## config.mk

```make
export PLATFORM = sky130hd
export DESIGN_NAME = ram_requester
export DESIGN_NICKNAME = d
export VERILOG_FILES = /design/src/rtl/ram_requester.sv
export SDC_FILE = /design/constraint.sdc
export NUM_CORES = 1
export LEC_CHECK = 0
export ABC_CLOCK_PERIOD_IN_PS = 4730
export CAP_MARGIN = 10
export CORE_MARGIN = 2
export CORE_UTILIZATION = 45
export DETAILED_ROUTE_END_ITERATION = 16
export GPL_ROUTABILITY_DRIVEN = 0
export PLACE_DENSITY = 0.85
export SLEW_MARGIN = 20
export SYNTH_ARGS = -nofsm -noshare
export SYNTH_HDL_FRONTEND = slang
export SYNTH_SLANG_ARGS = --single-unit
```

## constraint.sdc

```tcl
create_clock -name clk -period 4.73 [get_ports clk]
set_clock_uncertainty 0.05 [all_clocks]
set_input_delay 0.7095 -clock clk [delete_from_list [all_inputs] [get_ports clk]]
set_output_delay 0.7095 -clock clk [all_outputs]
set_load 0.1 [all_outputs]
```

## src/rtl/ram_requester.sv

```systemverilog
// Initiator-side controller for the change-triggered word RAM: takes single
// read/write requests, drives the RAM lines and returns a one-cycle response.
module ram_requester #(
   parameter int RAM_SIZE = 1024,
   parameter int TIMEOUT  = 16
) (
   input  logic        clk,
   input  logic        rst,
   input  logic        req_valid,
   output logic        req_ready,
   input  logic        req_wr,
   input  logic [31:0] req_addr,
   input  logic [31:0] req_wdata,
   output logic        rsp_valid,
   output logic [31:0] rsp_rdata,
   output logic        rsp_err,
   output logic [31:0] ram_data,
   output logic [31:0] ram_addr,
   output logic        ram_wr,
   input  logic        ram_response,
   input  logic [31:0] ram_out
);

   localparam int          CNT_W      = $clog2(TIMEOUT + 1);
   localparam logic [31:0] RAM_SIZE_W = 32'(RAM_SIZE);
   localparam logic [CNT_W-1:0] CNT_MAX = CNT_W'(TIMEOUT);

   typedef enum logic [1:0] {
      ST_SYNC,
      ST_IDLE,
      ST_WAIT
   } state_t;

   state_t           state_q, state_d;
   logic [31:0]      ram_data_q, ram_data_d;
   logic [31:0]      ram_addr_q, ram_addr_d;
   logic             ram_wr_q, ram_wr_d;
   logic             rsp_valid_q, rsp_valid_d;
   logic [31:0]      rsp_rdata_q, rsp_rdata_d;
   logic             rsp_err_q, rsp_err_d;
   logic [CNT_W-1:0] cnt_q, cnt_d;
   logic             seen_low_q, seen_low_d;
   logic             same_q, same_d;
   logic             sync_hi_q, sync_hi_d;

   logic             addr_ok;
   logic [31:0]      next_data;
   logic             new_same;
   logic             done;
   logic             cnt_sat;

   // A read keeps the previously driven data so only addr/wr can change.
   always_comb begin
      addr_ok   = (req_addr < RAM_SIZE_W);
      next_data = req_wr ? req_wdata : ram_data_q;
      new_same  = (req_wr == ram_wr_q) && (req_addr == ram_addr_q) &&
                  (next_data == ram_data_q);
      cnt_sat   = (cnt_q == CNT_MAX);
      // An identical repeat never pulls response low, so same stands in for seen_low.
      done      = ram_response && (cnt_q != '0) && (seen_low_q || same_q);
   end

   always_comb begin
      state_d     = state_q;
      ram_data_d  = ram_data_q;
      ram_addr_d  = ram_addr_q;
      ram_wr_d    = ram_wr_q;
      rsp_valid_d = 1'b0;
      rsp_rdata_d = rsp_rdata_q;
      rsp_err_d   = rsp_err_q;
      cnt_d       = cnt_q;
      seen_low_d  = seen_low_q;
      same_d      = same_q;
      sync_hi_d   = sync_hi_q;
      req_ready   = 1'b0;

      case (state_q)
         ST_SYNC: begin
            // The RAM has no reset; wait until it has settled on the driven zeros.
            if (ram_response) begin
               if (sync_hi_q) begin
                  sync_hi_d = 1'b0;
                  state_d   = ST_IDLE;
               end else begin
                  sync_hi_d = 1'b1;
               end
            end else begin
               sync_hi_d = 1'b0;
            end
         end

         ST_IDLE: begin
            req_ready = 1'b1;
            if (req_valid) begin
               if (!addr_ok) begin
                  rsp_valid_d = 1'b1;
                  rsp_err_d   = 1'b1;
                  rsp_rdata_d = '0;
               end else begin
                  ram_addr_d = req_addr;
                  ram_wr_d   = req_wr;
                  ram_data_d = next_data;
                  same_d     = new_same;
                  cnt_d      = '0;
                  seen_low_d = 1'b0;
                  state_d    = ST_WAIT;
               end
            end
         end

         ST_WAIT: begin
            if (!cnt_sat) begin
               cnt_d = cnt_q + CNT_W'(1);
            end
            if (!ram_response) begin
               seen_low_d = 1'b1;
            end
            if (done) begin
               rsp_valid_d = 1'b1;
               rsp_err_d   = 1'b0;
               rsp_rdata_d = ram_wr_q ? 32'd0 : ram_out;
               state_d     = ST_IDLE;
            end else if (cnt_sat) begin
               rsp_valid_d = 1'b1;
               rsp_err_d   = 1'b1;
               rsp_rdata_d = '0;
               state_d     = ST_IDLE;
            end
         end

         default: begin
            state_d = ST_SYNC;
         end
      endcase
   end

   always_ff @(posedge clk or posedge rst) begin
      if (rst) begin
         state_q     <= ST_SYNC;
         ram_data_q  <= '0;
         ram_addr_q  <= '0;
         ram_wr_q    <= 1'b0;
         rsp_valid_q <= 1'b0;
         rsp_rdata_q <= '0;
         rsp_err_q   <= 1'b0;
         cnt_q       <= '0;
         seen_low_q  <= 1'b0;
         same_q      <= 1'b0;
         sync_hi_q   <= 1'b0;
      end else begin
         state_q     <= state_d;
         ram_data_q  <= ram_data_d;
         ram_addr_q  <= ram_addr_d;
         ram_wr_q    <= ram_wr_d;
         rsp_valid_q <= rsp_valid_d;
         rsp_rdata_q <= rsp_rdata_d;
         rsp_err_q   <= rsp_err_d;
         cnt_q       <= cnt_d;
         seen_low_q  <= seen_low_d;
         same_q      <= same_d;
         sync_hi_q   <= sync_hi_d;
      end
   end

   assign rsp_valid = rsp_valid_q;
   assign rsp_rdata = rsp_rdata_q;
   assign rsp_err   = rsp_err_q;
   assign ram_data  = ram_data_q;
   assign ram_addr  = ram_addr_q;
   assign ram_wr    = ram_wr_q;

endmodule

```

==> metrics <==
switching pwr=0.5760 mW; Syn Std Cell Area=0.005296 sq mm; Antenna diodes=0; RR Startpoint=state_q[1]; CP cell instances=clkdlybuf4s50_1 -> nor4_1 -> nand3_1 -> nor4_4 -> nand2_2 -> mux2_4; CP required=4.91 ns; Max VDD drop=0.1650 mV; Final nets=817; post_cts resized=0; final wirelength=14.73 mm; global-route wire length before repair=23.54 mm; Tot Pwr=2.022 mW; HPWL after DPL=10.97 mm; total global routing overflow=0; WP buf/inv=1; largest net degree at the start of global routing=79; ys flop type=dfrtp_1; setup_tns=0 ns; initial antenna violation count=0; period utilization=0.7054; slowest CP cell=nand2_2; Remaining DRCs=0; Tightest Pin Transition=1.031 ns; post-route cell area=0.007644 sq mm; Starting DRT DRC Count=298; Post-synth EDFFs=0; Top Family by Delay on Critical Path=simple AND/OR/NAND/NOR gates; initial core utilization=0.4619; DRT antenna net count=0; clock power share=0.343; FMAX=299.7 MHz; CTS Buffer Depth=2; Unique masters post-synth=52; Via-to-Cell Ratio=5.271; clock latency on the worst-skew pair=0.35 ns; FP Rows=39; Ys Warns=0; Min-Delay Path Class=flip-flop to flip-flop; crit-path max FO=42; CTS Buf Count=9; post-route minimum period=3.336 ns; Syn Inst Count=515; DIE AREA=0.01265 sq mm; hold slack=0.4306 ns; final-report max-slew violation count=0; Post-CTS Setup Bufs=0; Worst Min Path Start=sync_hi_q; Port Buffers=200; Pleak=3.311 nW; routed len/inst=17.21 um; WP data arrival=3.52 ns; Fin. Hold Viols=0; status=finished, final reports clean; Gate power share=0.182; Die Y=112.5 um; crit path from=req_addr[25]; synthesized flop and latch total=109; Max stage delay on crit path=0.64 ns; switching part of the total=0.2849; Worst setup EP type=flip-flop; sequential share of power=0.475; syn_nets=622; IO Pins=201; Max Cap Viol=0; Power Density=264.5 mW/mm^2; die width=112.5 um; Sink Count=109; core region area=0.01147 sq mm; critical path class=primary input to flip-flop; relative slew slack=0.3100; CTS tree=done; routed via count=4,512; Pre-antenna DRT Iters=4; RSZ-0062 raised after global routing=no; Clock transition at path regs=0.07 ns; layout cell share with drive strength beyond 1=0.07153; vias in the first global route=4,655; ys async rst share=1.000; GRT Total Usage=0.2347; Avg Inst Size Synth=10.28 sq um; sequential element share of the synthesized area=0.5150; H-tree depth=3; Pint=1.446 mW; CTS Hold Bufs=0; clk root buf=clkbuf_16; placed inst area=0.007386 sq mm; area delta synth->final=44.32%; Critical Path Start Type=primary input; # setup viols final=0
path summary, 6_finish.rpt:
path,cells after the start,slack (ns),to
worst max-delay path,6,1.39,ram_data[29]
worst min-delay path,1,0.43,sync_hi_q
worst max register to register,6,1.97,ram_data[29]
worst min register to register,1,0.43,sync_hi_q
max in group asynchronous,3,2.91,rsp_rdata[1]
min in group asynchronous,2,0.81,ram_data[14]
metal layers:
metal,track usage,up-vias,share of wire
met1,0.3018,2181,0.42
met3,0.04914,32,0.062
met4,0.1008,0,0.029
met5,0,-,0
li1,-,2133,-
met2,0.3863,166,0.49
metrics by stage:
step           utilization  instances  worst slack, ns
6_report            0.6666        856            1.394
3_5_place_dp        0.6441        842           0.9827
4_1_cts             0.6663        856            1.348
2_1_floorplan            -        515            1.097
3_3_place_gp        0.6441        842            1.078
5_1_grt             0.6666        856            1.224
cell type report:
class	count	area, sq um
inverter	18	72.57
sequential	109	2728
clock buffer	10	229.0
fill	874	3824
clock inverter	4	26.28
multi-input combinational	368	2377
timing repair buffer	204	2032
tap	143	178.9
power groups by stage:
stage	registers [mW]	logic, mW	clock network (mW)
after floorplan	0.990	0.219	0
after global placement	0.976	0.356	0
after detailed placement	0.978	0.363	0
after CTS	0.960	0.367	0.700
after global routing	0.962	0.398	0.741
final	0.960	0.368	0.694
cells by family (layout without fill, tap and decap cells):
| family | count (synthesis) | after routing | share of synthesized area |
|---|---|---|---|
| xor+xnor | 43 | 43 | 0.07111 |
| mux | 27 | 27 | 0.07205 |
| compound gates | 88 | 88 | 0.1042 |
| simple gates | 204 | 204 | 0.1862 |
| flops | 109 | 109 | 0.5150 |
| buf+inv | 38 | 236 | 0.03732 |
| fa+ha+maj | 6 | 6 | 0.01417 |
sequential cells by signal (all words and copies together), names as in the netlist:
register / cells
rsp_valid: 1
same_q: 1
ram_addr: 32
cnt_q: 5
seen_low_q: 1
ram_data: 32
ram_wr: 1
sync_hi_q: 1
rsp_err: 1
rsp_rdata: 32
state_q: 2
Yosys cell counts (2+ instances only):
cell         n  share of area
o22ai_1      6         0.0071
dfrtp_1    109           0.52
o2111a_1     2         0.0043
nor4_1       9          0.011
o41ai_1      2         0.0033
mux2_4      21          0.060
xor2_1       8          0.013
nand3_1     10         0.0094
buf_6        6          0.013
mux2_2       5          0.011
a21oi_1      2         0.0019
or2_2        2         0.0024
nand4_1      9          0.011
a2111oi_0    3         0.0050
nor2b_1     33          0.039
nand2_1    114          0.081
buf_2        2         0.0019
inv_1       18          0.013
o21ai_0     52          0.049
a22o_1       3         0.0050
clkbuf_1    10         0.0071
ha_1         6          0.014
buf_4        2         0.0028
nand2b_1     9          0.011
o21a_1       2         0.0028
a21o_1       2         0.0028
xnor2_1     35          0.058
nor2_1       9         0.0064
worst reg2reg max path, cell delays in order (launching register included):
cell and delay [ns]:
dfrtp_1 0.42, inv_1 0.10, ha_1 0.35, nand2_1 0.16, nor4_4 0.38, nand2_2 0.64
mux2_4 0.54
layout by cell type, fill, tap and decap left out, types with 2 or more instances in the layout:
| cell type | netlist | layout |
|---|---|---|
| o41ai_1 | 2 | 2 |
| or2_2 | 2 | 2 |
| o21ai_0 | 52 | 52 |
| xor2_1 | 8 | 8 |
| ha_1 | 6 | 6 |
| nand3_1 | 10 | 10 |
| o2111a_1 | 2 | 2 |
| mux2_2 | 5 | 5 |
| buf_4 | 2 | 4 |
| dfrtp_1 | 109 | 109 |
| o22ai_1 | 6 | 6 |
| mux2_4 | 21 | 21 |
| xnor2_1 | 35 | 35 |
| clkbuf_16 | 0 | 9 |
| a22o_1 | 3 | 3 |
| nor2b_1 | 33 | 33 |
| a2111oi_0 | 3 | 3 |
| a21o_1 | 2 | 2 |
| nor2_1 | 9 | 9 |
| nand2b_1 | 9 | 9 |
| nand4_1 | 9 | 9 |
| clkdlybuf4s50_1 | 0 | 200 |
| a21oi_1 | 2 | 2 |
| inv_6 | 0 | 2 |
| inv_1 | 18 | 17 |
| nand2_1 | 114 | 114 |
| nor4_1 | 9 | 8 |
| o21a_1 | 2 | 2 |
| clkinv_2 | 0 | 2 |
Note: power is estimated with default switching activity, not from simulation.
